==> config.mk <==
export PLATFORM = sky130hd
export DESIGN_NAME = branch_resolve_unit
export DESIGN_NICKNAME = d
export VERILOG_FILES = /design/src/rtl/branch_resolve_unit.sv
export SDC_FILE = /design/constraint.sdc
export NUM_CORES = 1
export LEC_CHECK = 0
export ABC_AREA = 1
export BUFFER_PORTS_ARGS = -buffer_cell sky130_fd_sc_hd__buf_2
export CAP_MARGIN = 20
export CORE_MARGIN = 10
export CORE_UTILIZATION = 60
export CTS_CLUSTER_SIZE = 16
export DETAILED_ROUTE_END_ITERATION = 6
export PLACE_DENSITY = 0.83
export SYNTH_ARGS = -nofsm -noshare
export SYNTH_HDL_FRONTEND = slang
export SYNTH_SLANG_ARGS = --single-unit
==> constraint.sdc <==
create_clock -name clk -period 7 [get_ports clk]
set_input_delay 0.35 -clock clk [delete_from_list [all_inputs] [get_ports clk]]
set_output_delay 0.35 -clock clk [all_outputs]
set_load 0.05 [all_outputs]
==> src/rtl/branch_resolve_unit.sv <==
// Branch resolve unit: tracks in-flight BTB predictions in a small FIFO, resolves them in
// program order, and issues front-end redirects and BTB updates. Optional stats: BRU_STATS_EN.
module branch_resolve_unit #(
    parameter int unsigned PC_BITS    = 11,
    parameter int unsigned DEPTH_LOG2 = 2
) (
    input  logic                  clk,
    input  logic                  rst_n,
    input  logic                  pred_valid,
    input  logic [PC_BITS-1:0]    pred_pc,
    input  logic                  pred_hit,
    input  logic [PC_BITS-1:0]    pred_target,
    output logic                  pred_ready,
    input  logic                  res_valid,
    input  logic                  res_taken,
    input  logic [PC_BITS-1:0]    res_target,
    output logic                  btb_wr_enable,
    output logic [PC_BITS-1:0]    btb_new_pc_fetch,
    output logic [PC_BITS-1:0]    btb_new_pc_target,
    output logic                  redirect,
    output logic [PC_BITS-1:0]    redirect_pc,
    output logic [DEPTH_LOG2:0]   fifo_count,
`ifdef BRU_STATS_EN
    output logic [15:0]           stat_resolved,
    output logic [15:0]           stat_mispredicts,
`endif
    output logic                  res_error
);

    localparam int unsigned DEPTH = 1 << DEPTH_LOG2;
    localparam int unsigned CNT_W = DEPTH_LOG2 + 1;
    localparam int unsigned PTR_W = DEPTH_LOG2;

    typedef struct packed {
        logic [PC_BITS-1:0] pc;
        logic               hit;
        logic [PC_BITS-1:0] target;
    } pred_entry_t;

    typedef enum logic {
        ST_RUN      = 1'b0,
        ST_REDIRECT = 1'b1
    } state_t;

    state_t             state_q;
    state_t             state_d;
    pred_entry_t        mem [DEPTH];
    pred_entry_t        head;
    logic [PTR_W-1:0]   wr_ptr_q;
    logic [PTR_W-1:0]   rd_ptr_q;
    logic [PTR_W-1:0]   wr_ptr_d;
    logic [PTR_W-1:0]   rd_ptr_d;
    logic [CNT_W-1:0]   count_d;
    logic               in_run;
    logic               do_res;
    logic               do_enq;
    logic               mispredict;
    logic               need_wr;
    logic [PC_BITS-1:0] fix_pc;
    logic               ready_d;
    logic               err_d;
    logic [PC_BITS-1:0] rpc_d;
    logic [PC_BITS-1:0] fetch_d;
    logic [PC_BITS-1:0] tgt_d;

    // Classify the oldest entry against the resolution and decide FIFO traffic.
    always_comb begin
        head       = mem[rd_ptr_q];
        in_run     = (state_q == ST_RUN);
        do_res     = in_run && res_valid && (fifo_count != '0);
        mispredict = 1'b0;
        need_wr    = 1'b0;
        fix_pc     = res_target;
        if (do_res) begin
            if (res_taken) begin
                if (!head.hit || (head.target != res_target)) begin
                    mispredict = 1'b1;
                    need_wr    = 1'b1;
                end
            end else if (head.hit) begin
                mispredict = 1'b1;
                fix_pc     = head.pc + PC_BITS'(1);
            end
        end
        // A flush in the same cycle drops the incoming prediction.
        do_enq = in_run && pred_valid && pred_ready && !mispredict;
    end

    always_ff @(posedge clk or negedge rst_n) begin
        if (!rst_n) begin
            state_q <= ST_RUN;
        end else begin
            state_q <= state_d;
        end
    end

    always_comb begin
        state_d = state_q;
        case (state_q)
            ST_RUN:      if (mispredict) state_d = ST_REDIRECT;
            ST_REDIRECT: state_d = ST_RUN;
            default:     state_d = ST_RUN;
        endcase
    end

    // Next values for FIFO bookkeeping and the registered outputs.
    always_comb begin
        wr_ptr_d = wr_ptr_q;
        rd_ptr_d = rd_ptr_q;
        count_d  = fifo_count;
        rpc_d    = redirect_pc;
        fetch_d  = btb_new_pc_fetch;
        tgt_d    = btb_new_pc_target;
        err_d    = res_error | (in_run && res_valid && (fifo_count == '0));
        if (mispredict) begin
            wr_ptr_d = '0;
            rd_ptr_d = '0;
            count_d  = '0;
            rpc_d    = fix_pc;
            if (need_wr) begin
                fetch_d = head.pc;
                tgt_d   = res_target;
            end
        end else begin
            if (do_enq) wr_ptr_d = wr_ptr_q + PTR_W'(1);
            if (do_res) rd_ptr_d = rd_ptr_q + PTR_W'(1);
            case ({do_enq, do_res})
                2'b10:   count_d = fifo_count + CNT_W'(1);
                2'b01:   count_d = fifo_count - CNT_W'(1);
                default: count_d = fifo_count;
            endcase
        end
        ready_d = (state_d == ST_RUN) && (count_d != CNT_W'(DEPTH));
    end

    always_ff @(posedge clk or negedge rst_n) begin
        if (!rst_n) begin
            wr_ptr_q          <= '0;
            rd_ptr_q          <= '0;
            fifo_count        <= '0;
            pred_ready        <= 1'b1;
            redirect          <= 1'b0;
            btb_wr_enable     <= 1'b0;
            redirect_pc       <= '0;
            btb_new_pc_fetch  <= '0;
            btb_new_pc_target <= '0;
            res_error         <= 1'b0;
        end else begin
            wr_ptr_q          <= wr_ptr_d;
            rd_ptr_q          <= rd_ptr_d;
            fifo_count        <= count_d;
            pred_ready        <= ready_d;
            redirect          <= mispredict;
            btb_wr_enable     <= need_wr;
            redirect_pc       <= rpc_d;
            btb_new_pc_fetch  <= fetch_d;
            btb_new_pc_target <= tgt_d;
            res_error         <= err_d;
        end
    end

    // Payload storage needs no reset: entries are only read while counted as valid.
    always_ff @(posedge clk) begin
        if (do_enq) begin
            mem[wr_ptr_q] <= '{pc: pred_pc, hit: pred_hit, target: pred_target};
        end
    end

`ifdef BRU_STATS_EN
    // Saturating resolution and mispredict counters.
    always_ff @(posedge clk or negedge rst_n) begin
        if (!rst_n) begin
            stat_resolved    <= '0;
            stat_mispredicts <= '0;
        end else begin
            if (do_res && (stat_resolved != 16'hFFFF)) begin
                stat_resolved <= stat_resolved + 16'd1;
            end
            if (mispredict && (stat_mispredicts != 16'hFFFF)) begin
                stat_mispredicts <= stat_mispredicts + 16'd1;
            end
        end
    end
`endif

endmodule

* After elaboration in Yosys (flattened, before gate mapping)
Memory sizes are Yosys's and may differ from the RTL's. Cells that the tools add are included.
Word-level totals: register bits 45, input port bits 39, memory bits (writable) 92, word-level logic and storage cells 58, output and inout port bits 40, memories kept 1
Memory list:
- mem | depth 4, bits a word 23, rd ports 1, clocked after memory_dff 0, write ports 1, line 47 | pred_entry_t mem [DEPTH];
Cells by class: bitwise logic cells 3, muxes and demuxes 19, equality and inequality tests 4, reductions and logical operators 15, add/subtract/negate cells 5
Operators by type and width (count):
- two-way mux 11 bit | 3
- adder 11 x 1 -> 11 bit (second input constant) | 1
- != test 11 bit | 1
- two-way mux 1 bit | 9
- two-way mux 2 bit | 4
- logical AND 1 bit | 7
- case mux 3 bit (2 select lines) | 1
- adder 2 x 1 -> 2 bit (second input constant) | 2
- nonzero test 2 bit | 2
- adder 3 x 1 -> 3 bit (second input constant) | 1
- zero test 3 bit | 1
- two-way mux 3 bit | 1
- != test 3 bit (second input constant) | 1
- nonzero test 3 bit | 1
- subtractor 3 x 1 -> 3 bit (second input constant) | 1
- == test 2 x 1 -> 1 bit (second input constant) | 1
- == test 2 bit (second input constant) | 1
- zero test 1 bit | 2
- inverter 1 bit | 2
- case mux 1 bit (2 select lines) | 1
- AND reduction 2 bit | 1
- logical OR 1 bit | 1
- OR 1 bit | 1

* Logic depth before layout (Yosys ltp)
Gate-level depths: netlist of run 1. An unclocked memory read counts as a cell.
depth in word-level cells 13, mapped depth 21, depth with buffers taken out 19

* Least setup slack after synthesis of run 1
No wires, ideal clock.
path kind register to register, start register rd_ptr_q[1], end memory mem[0][0] (netlist name) (enable), stages on the path, launching flop included 15, required time 6597 ps, arrival 2596 ps, library setup time 403 ps, buffers on the path 3, setup slack 4001 ps, clock period less this slack 2999 ps, cell sequence dfrtp_1 -> buf_2 -> inv_2 -> buf_4 -> nand3_1 -> nand3_1 -> nand2_1 -> nor2_1 -> nand2_1 -> nor2_1 -> nand2_1 -> nand2_1 -> buf_4 -> nand3_1 -> nor2_1
Between the ends: word-level cells in the longest chain between the ends 10
RTL lines:
- start, declared | line 50 | logic [PTR_W-1:0] rd_ptr_q;
- start signal, assigned | line 150 | rd_ptr_q <= rd_ptr_d;
- memory read (4 x 23 bit) (*)
- != test 11 bit / zero test 1 bit (equally long branches) | line 76 | if (!head.hit || (head.target != res_target)) begin
- logical OR 1 bit | line 76
- two-way mux 1 bit | line 76
- two-way mux 1 bit (*) | line 75 | if (res_taken) begin
- two-way mux 1 bit (*) | line 74 | if (do_res) begin
- zero test 1 bit (*) | line 86 | do_enq = in_run && pred_valid && pred_ready && !mispredict;
- logical AND 1 bit (*) | line 86
- two-way mux 1 bit (*) | line 164 | if (do_enq) begin
- two-way mux 1 bit (not written as such) (*) | line 165 | mem[wr_ptr_q] <= '{pc: pred_pc, hit: pred_hit, target: pred_target};
- end, declared | line 47
Every way passes the cells marked *; elsewhere a longest branch is shown, timed or not.

* Final worst setup path of run 1
start register rd_ptr_q[1], end register pred_ready
Between the ends: word-level cells in the longest chain between the ends 13
RTL lines:
- memory read (4 x 23 bit) (*)
- != test 11 bit / zero test 1 bit (equally long branches) | line 76
- logical OR 1 bit | line 76
- two-way mux 1 bit | line 76
- two-way mux 1 bit (*) | line 75
- two-way mux 1 bit (*) | line 74
- zero test 1 bit | line 86
- logical AND 1 bit | line 86
- == test 2 x 1 -> 1 bit / == test 2 bit (equally long branches) | line 127 | case ({do_enq, do_res})
- case mux 3 bit (2 select lines) | line 127
- two-way mux 3 bit | line 115 | if (mispredict) begin
- != test 3 bit | line 133 | ready_d = (state_d == ST_RUN) && (count_d != CNT_W'(DEPTH));
- logical AND 1 bit (*) | line 133
- via ready_d | line 60 | logic ready_d;
- end signal, assigned | line 152 | pred_ready <= ready_d;
- end, declared | line 13 | output logic pred_ready,
Mark *: on every way through the listed nets, which the timed path passes. The rest lies on a longest branch. A chain may end at the register's enable or synchronous reset.

==> flow_metrics.env, run 1 <==
export IMPL_root_buffer="clkbuf_8"
export IMPL_drc_errors=0
export IMPL_gp_congestion=0.8642
export IMPL_yosysMostFrequentCell="nand2_1"
export IMPL_slew_headroom=0.3334
export IMPL_post_cts_buffers=0
export IMPL_multi_input_area_mm2=0.001669
export IMPL_die_x_um=119.0
export IMPL_ys_warn_count=0
export IMPL_io_pins=79
export IMPL_dr_first_iter_drc_count=429
export IMPL_wl_per_cell_um=17.55
export IMPL_cp_end_kind="flip-flop"
export IMPL_synth_edff_count=92
export IMPL_place_area_mm2=0.006356
export IMPL_grt_pass1_vias=4534
export IMPL_synth_ff_type="edfxtp_1"
export IMPL_synth_largest_area_cell="edfxtp_1"
export IMPL_routed_via_count=4485
export IMPL_synth_yosys_seq_area_share=0.6613
export IMPL_grt_max_degree=67
export IMPL_maxCapViolCount=0
export IMPL_avgSynthCellArea_um2=10.37
export IMPL_grt_pass1_wl_um=22510
export IMPL_syn2layout_area_growth_pct=18.83
export IMPL_wl_um=13920
export IMPL_timing_fmax_mhz=205.8
export IMPL_ir_worst_vdd_v=0.0003421
export IMPL_n_antenna_cell=0
export IMPL_dp_cells=760
export IMPL_status="complete, no violations"
export IMPL_finalNetCount=693
export IMPL_die_h_um=119.0
export IMPL_worst_ep_arrival_time_ns=5.32
export IMPL_drive_above_1_share=0.1955
export IMPL_rr_startpoint="rd_ptr_q[1]"
export IMPL_core_area_mm2=0.009639
export IMPL_synth_common_cells="nand2_1, edfxtp_1, nand3_1, inv_1, dfrtp_1"
export IMPL_fp_dieArea_mm2=0.01416
export IMPL_tightestPinTransition_ns=1.000
export IMPL_synth_async_reset_ratio=0.3285
export IMPL_syn_num_nets=613
export IMPL_critPathKind="reg -> reg"
export IMPL_p_leak_nw=3.109
export IMPL_core_rowCount=36
export IMPL_dp_hpwl_um=9057
export IMPL_firstDrtPassIters=6
export IMPL_seq_area_mm2=0.003890
export IMPL_fin_area_mm2=0.006989
export IMPL_synth_area_leaders="edfxtp_1, dfrtp_1, nand2_1"
export IMPL_cts_sinks=137
export IMPL_syn_cell_area_mm2=0.005882
export IMPL_start_kind="flip-flop"
export IMPL_crit_top_cell="nand2_1"
export IMPL_worstPathRequired_ns=7.46
export IMPL_power_density_mw_per_mm2=489.1
export IMPL_ys_types=30
export IMPL_portBuffers=78
export IMPL_tns_ns=0
export IMPL_clkTransAtPathRegs_ns=0.06
export IMPL_grt_remaining_overflow=0
export IMPL_ys_seq_elements=137
export IMPL_cts_htree_levels=4
export IMPL_final_core_util=0.7251
export IMPL_cts_buffers=17
export IMPL_cp_cell_sequence="inv_2 -> nand3_1 -> nand2_1 -> nand2_1 -> nand2_1 -> nor2_1 -> nand2_1 -> nor2_1 -> nand2_1 -> nand2_2 -> buf_4 -> nand3_1 -> ha_1 -> fa_1 -> a21oi_1 -> o21ai_0 -> xor2_1 -> o311ai_1 -> inv_2"
export IMPL_cts_tree="done"
export IMPL_antenna_found_initial=0
export IMPL_synth_top_area_share=0.4697
export IMPL_slowest_delay_ns=1.00
export IMPL_cp_max_fo=66
export IMPL_setup_viol=0
export IMPL_crit_start="rd_ptr_q[1]"
export IMPL_initial_core_util=0.6102
export IMPL_viasPerCell=5.656
export IMPL_synth_cells=567
export IMPL_worstSkewPairLatency_ns=0.53
export IMPL_skew_ns=0.008151
export IMPL_grt_use_total=0.1985
export IMPL_period_minus_slack_ns=4.859
export IMPL_antenna_left=0
export IMPL_nFillCells=659
export IMPL_hold_viol=0
export IMPL_instances_no_fill=793
export IMPL_cp_slowest_cell="dfrtp_1"
export IMPL_report_final_slew_viol_count=0
export IMPL_min_path_type="in -> reg"
export IMPL_period_share=0.6942
export IMPL_cts_buffer_depth=2
export IMPL_hp_start="pred_target[8]"
export IMPL_rsz0062_at_grt="no"
[worst paths after layout]
path	cells past startpoint	to	slack [ns]
worst max register to register	19	pred_ready	2.14
worst min-delay path	1	mem[3][8]	0.03
worst min register to register	1	res_error	0.45
min in group asynchronous	2	state_q	0.51
worst max-delay path	19	pred_ready	2.14
max in group asynchronous	2	btb_new_pc_target[6]	5.89
[per-stage QoR]
stage	hold slack (ns)	power (mW)	setup slack [ns]
after floorplan	0.05441	2.153	4.001
after global placement	0.4375	2.422	2.637
after detailed placement	0.4429	2.468	2.398
after CTS	0.01438	3.417	2.308
after global routing	0.03187	3.603	1.790
final	0.03165	3.418	2.141
[cell families (layout without fill, tap and decap cells)]
| family | count (synthesis) | count (layout) | share of synthesized area |
|---|---|---|---|
| AND/OR/NAND/NOR | 279 | 279 | 0.1978 |
| XOR/XNOR | 3 | 3 | 0.004468 |
| flip-flops | 137 | 137 | 0.6614 |
| adder cells (fa/ha/maj) | 7 | 7 | 0.01617 |
| AO/OA/AOI/OAI | 65 | 65 | 0.06318 |
| buffers and inverters | 76 | 169 | 0.05701 |
[metal layers]
metal	global-route usage	share of wire	vias up
met1	0.2296	0.39	2130
met2	0.3271	0.48	242
met5	0	0	-
met4	0.1038	0.030	0
met3	0.05999	0.094	40
li1	-	-	2073
[registers in the layout, summed over array words and instances (netlist names)]
| signal | count |
|---|---|
| pred_ready | 1 |
| btb_new_pc_target | 11 |
| btb_wr_enable | 1 |
| fifo_count | 3 |
| res_error | 1 |
| btb_new_pc_fetch | 11 |
| mem | 92 |
| redirect_pc | 11 |
| redirect | 1 |
| rd_ptr_q | 2 |
| state_q | 1 |
| wr_ptr_q | 2 |
[critical path, delay by kind of cell, from the launching register on]
kind / cells / cell delay [ns]
DFF: 1 / 1.00
AOI/OAI and AO/OA: 3 / 0.58
buffers and inverters: 3 / 0.95
adders and majority gates: 2 / 0.74
and+or+nand+nor: 10 / 1.31
xor gates and xnor gates: 1 / 0.17
[area by class of cell]
class | instances | share of cell area
clock inverters | 13 | 0.02882
repair buffers | 85 | 0.06373
flip-flops and latches | 137 | 0.5566
clock buffers | 19 | 0.06033
multi-input cells | 354 | 0.2388
inverters | 52 | 0.02793
well taps | 133 | 0.02381
[where the power goes]
group / internal, mW / total, mW / switching [mW] / leakage, nW
clock: 0.612 / 0.939 / 0.328 / 0.298
sequential: 1.06 / 1.17 / 0.106 / 1.39
combinational: 0.323 / 1.31 / 0.990 / 1.42
total: 1.99 / 3.42 / 1.42 / 3.11
[placed cells by master (no fill, tap or decap), types with 2 or more instances in the layout]
master and count:
ha_1 6, nand3b_1 2, nand4_1 5, buf_4 6, inv_1 47, clkbuf_1 2
dfrtp_1 44, o211ai_1 12, bufinv_16 5, clkinvlp_4 3, nor2_2 7, inv_2 5
o21ai_1 8, clkbuf_16 16, buf_2 78, nor2_1 25, nand3_1 60, nand2_1 177
a21oi_1 8, clkinv_2 4, o21ai_0 32, xor2_1 2, edfxtp_1 92
[timing repair]
item                      4_1_cts  5_1_grt
hold buffers                    1        0
hold endpoints to repair       44        0
gates resized for setup         0        0
No activity file was read; power rests on OpenSTA's default activity.
==> run 2, diff against run 1 <==
--- a/config.mk
+++ b/config.mk
@@ -5,14 +5,14 @@
 export SDC_FILE = /design/constraint.sdc
 export NUM_CORES = 1
 export LEC_CHECK = 0
-export ABC_AREA = 1
+export ABC_AREA = 0
 export BUFFER_PORTS_ARGS = -buffer_cell sky130_fd_sc_hd__buf_2
 export CAP_MARGIN = 20
 export CORE_MARGIN = 10
-export CORE_UTILIZATION = 60
+export CORE_UTILIZATION = 51
 export CTS_CLUSTER_SIZE = 16
 export DETAILED_ROUTE_END_ITERATION = 6
-export PLACE_DENSITY = 0.83
+export PLACE_DENSITY = 0.75
 export SYNTH_ARGS = -nofsm -noshare
 export SYNTH_HDL_FRONTEND = slang
 export SYNTH_SLANG_ARGS = --single-unit
==> constraint.sdc (replaced) <==
create_clock -name clk -period 4.35 [get_ports clk]
set_input_delay 0.2175 -clock clk [delete_from_list [all_inputs] [get_ports clk]]
set_output_delay 0.2175 -clock clk [all_outputs]
set_load 0.05 [all_outputs]
==> flow_metrics.env, run 2 <==
export IMPL_status="complete, no violations"
export IMPL_skew_ns=0.009984
export IMPL_worstPathRequired_ns=4.81
export IMPL_synth_edff_count=92
export IMPL_synth_yosys_seq_area_share=0.6921
export IMPL_seq_power_share=0.362
export IMPL_routed_via_count=3364
export IMPL_wl_per_cell_um=19.78
export IMPL_syn_num_nets=403
export IMPL_power_density_mw_per_mm2=733.0
export IMPL_wl_um=12600
export IMPL_tns_ns=0
export IMPL_p_int_mw=3.257
export IMPL_n_antenna_cell=0
export IMPL_setup_ws_ns=0.3963
export IMPL_portBuffers=78
export IMPL_synth_top_area_share=0.4915
export IMPL_dp_slack_ns=0.2254
export IMPL_cts_buffers=17
export IMPL_holdWs_ns=0.03095
export IMPL_core_rowCount=38
export IMPL_place_area_mm2=0.006200
export IMPL_setup_viol=0
export IMPL_worstSkewPairLatency_ns=0.53
export IMPL_avgSynthCellArea_um2=15.74
export IMPL_drive_above_1_share=0.2958
export IMPL_fin_area_mm2=0.007141
export IMPL_hold_viol=0
export IMPL_synth_async_reset_ratio=0.3285
export IMPL_rr_startpoint="rd_ptr_q[0]"
export IMPL_dp_hpwl_um=8318
export IMPL_gp_congestion=0.7904
export IMPL_crit_start="rd_ptr_q[0]"
export IMPL_cts_tree="done"
export IMPL_clkTransAtPathRegs_ns=0.06
export IMPL_grt_max_degree=46
export IMPL_ir_worst_vdd_v=0.0004421
export IMPL_drc_errors=0
export IMPL_dp_cells=572
export IMPL_combPwrFrac=0.362
export IMPL_power_mw=5.234
export IMPL_synth_cells=357
export IMPL_slew_headroom=0.6059
export IMPL_dr_first_iter_drc_count=221
export IMPL_final_common_cell="edfxtp_1"
export IMPL_io_pins=79
export IMPL_cts_buffer_depth=2
export IMPL_critPathKind="reg -> reg"
export IMPL_die_x_um=125.0
export IMPL_synth_area_leaders="edfxtp_1, dfrtp_1, mux4_2"
export IMPL_start_kind="flip-flop"
export IMPL_post_cts_buffers=0
export IMPL_viasPerCell=5.281
export IMPL_syn2layout_area_growth_pct=27.05
export IMPL_rsz0062_at_grt="no"
export IMPL_fp_dieArea_mm2=0.01562
export IMPL_layout_common_cells="edfxtp_1, buf_2, nand2_1"
export IMPL_final_core_util=0.6616
export IMPL_p_clk_frac=0.276
export IMPL_initial_core_util=0.5208
export IMPL_antenna_found_initial=0
export IMPL_worst_ep_arrival_time_ns=4.41
export IMPL_report_final_slew_viol_count=0
export IMPL_yosysMostFrequentCell="edfxtp_1"
export IMPL_synth_ff_type="edfxtp_1"
export IMPL_grt_pass1_wl_um=20130
export IMPL_timing_fmax_mhz=252.9
export IMPL_synth_largest_area_cell="edfxtp_1"
export IMPL_ys_warn_count=0
export IMPL_ys_types=45
export IMPL_p_sw_frac=0.3778
export IMPL_core_area_mm2=0.01079
export IMPL_nFillCells=733
export IMPL_instances_no_fill=637
export IMPL_antenna_left=0
export IMPL_grt_use_total=0.1645
export IMPL_cp_max_fo=19
export IMPL_p_leak_nw=2.836
export IMPL_syn_cell_area_mm2=0.005620
export IMPL_cts_htree_levels=4
export IMPL_die_h_um=125.0
export IMPL_grt_remaining_overflow=0
export IMPL_largest_reg_flops=92
export IMPL_period_minus_slack_ns=3.954
export IMPL_regMostFlops="mem"
export IMPL_maxCapViolCount=0
export IMPL_cp_end_kind="flip-flop"
export IMPL_hp_start="res_target[7]"
export IMPL_p_sw_mw=1.977
export IMPL_grt_pass1_vias=3703
export IMPL_ys_seq_elements=137
export IMPL_min_path_type="in -> reg"
export IMPL_finalNetCount=530
export IMPL_firstDrtPassIters=4
export IMPL_tightestPinTransition_ns=0.5912
export IMPL_synth_common_cells="edfxtp_1, nand2_1, dfrtp_1, mux4_2"
export IMPL_cts_sinks=137
export IMPL_root_buffer="clkbuf_8"
export IMPL_period_share=0.9089
[run 2: changes by cell type after synthesis, sizes merged, moves of 11 or more]
cell and delta:
buf -11, inv -40, mux2i +13, mux4 +19
nand2 -132, nand3 -56, nor2 -13, o21ai -32
xnor2 +17
[run 2: cells by family (layout without fill, tap and decap cells)]
kind of cell             Yosys count  in the layout  share of synthesized area
flip-flops                       137            137                     0.6921
AND/OR/NAND/NOR                   94             94                    0.07769
multiplexers                      39             39                     0.1133
AO/OA/AOI/OAI                     28             28                    0.03629
XOR/XNOR                          27             27                    0.04208
buffers and inverters             25            165                    0.02159
adder cells (fa/ha/maj)            7              7                    0.01692
[run 2: repair_timing]
action | 4_1_cts | 5_1_grt
setup endpoints to repair | 0 | 2
resized for setup | 0 | 1
hold endpoints to repair | 144 | 0
hold buffers | 32 | 0
[run 2: worst paths after layout]
path,to,slack [ns],cells after the start
min in group asynchronous,res_error,0.19,2
setup / recovery,pred_ready,0.40,15
setup reg to reg,pred_ready,0.40,15
hold reg to reg,res_error,0.47,1
max in group asynchronous,rd_ptr_q[0],3.62,3
hold / removal,btb_new_pc_target[7],0.03,2
[run 2: worst max-delay path: stages, from the launching register on]
cell and delay, ns:
dfrtp_2 0.56, mux4_2 0.56, xor2_1 0.15, nor4_1 0.40, o21ai_1 0.23, o31ai_4 0.24, inv_2 0.20, nor2_8 0.27
nand2_1 0.08, ha_1 0.22, fa_1 0.39, xnor2_1 0.17, nor2_1 0.07, xnor2_1 0.19, nor2_1 0.08, nor2_1 0.09
[run 2: metal layers]
metal,wire [um],GRT usage,share of wire,up-vias
met1,5428,0.2007,0.43,1674
met3,788,0.05746,0.063,12
met2,6274,0.2709,0.50,104
li1,-,-,-,1574
met4,107,0.04810,0.0085,0
met5,0,0,0,-
[run 2: area by class of cell]
type	count	area (um^2)	share of cell area
clock inverters	13	177.7	0.02488
repair buffers	121	818.3	0.1146
well taps	140	175.2	0.02453
inverters	12	47.55	0.006658
flip-flops and latches	137	3891	0.5449
clock buffers	19	421.7	0.05905
multi-input cells	195	1609	0.2253
[run 2: power by group through the flow]
stage	registers [mW]	logic [mW]	clock network (mW)
5_1_grt	1.93	2.03	1.52
6_report	1.89	1.89	1.45
4_1_cts	1.89	1.91	1.47
3_3_place_gp	1.90	1.84	0
3_5_place_dp	1.91	1.87	0
2_1_floorplan	2.45	0.841	0
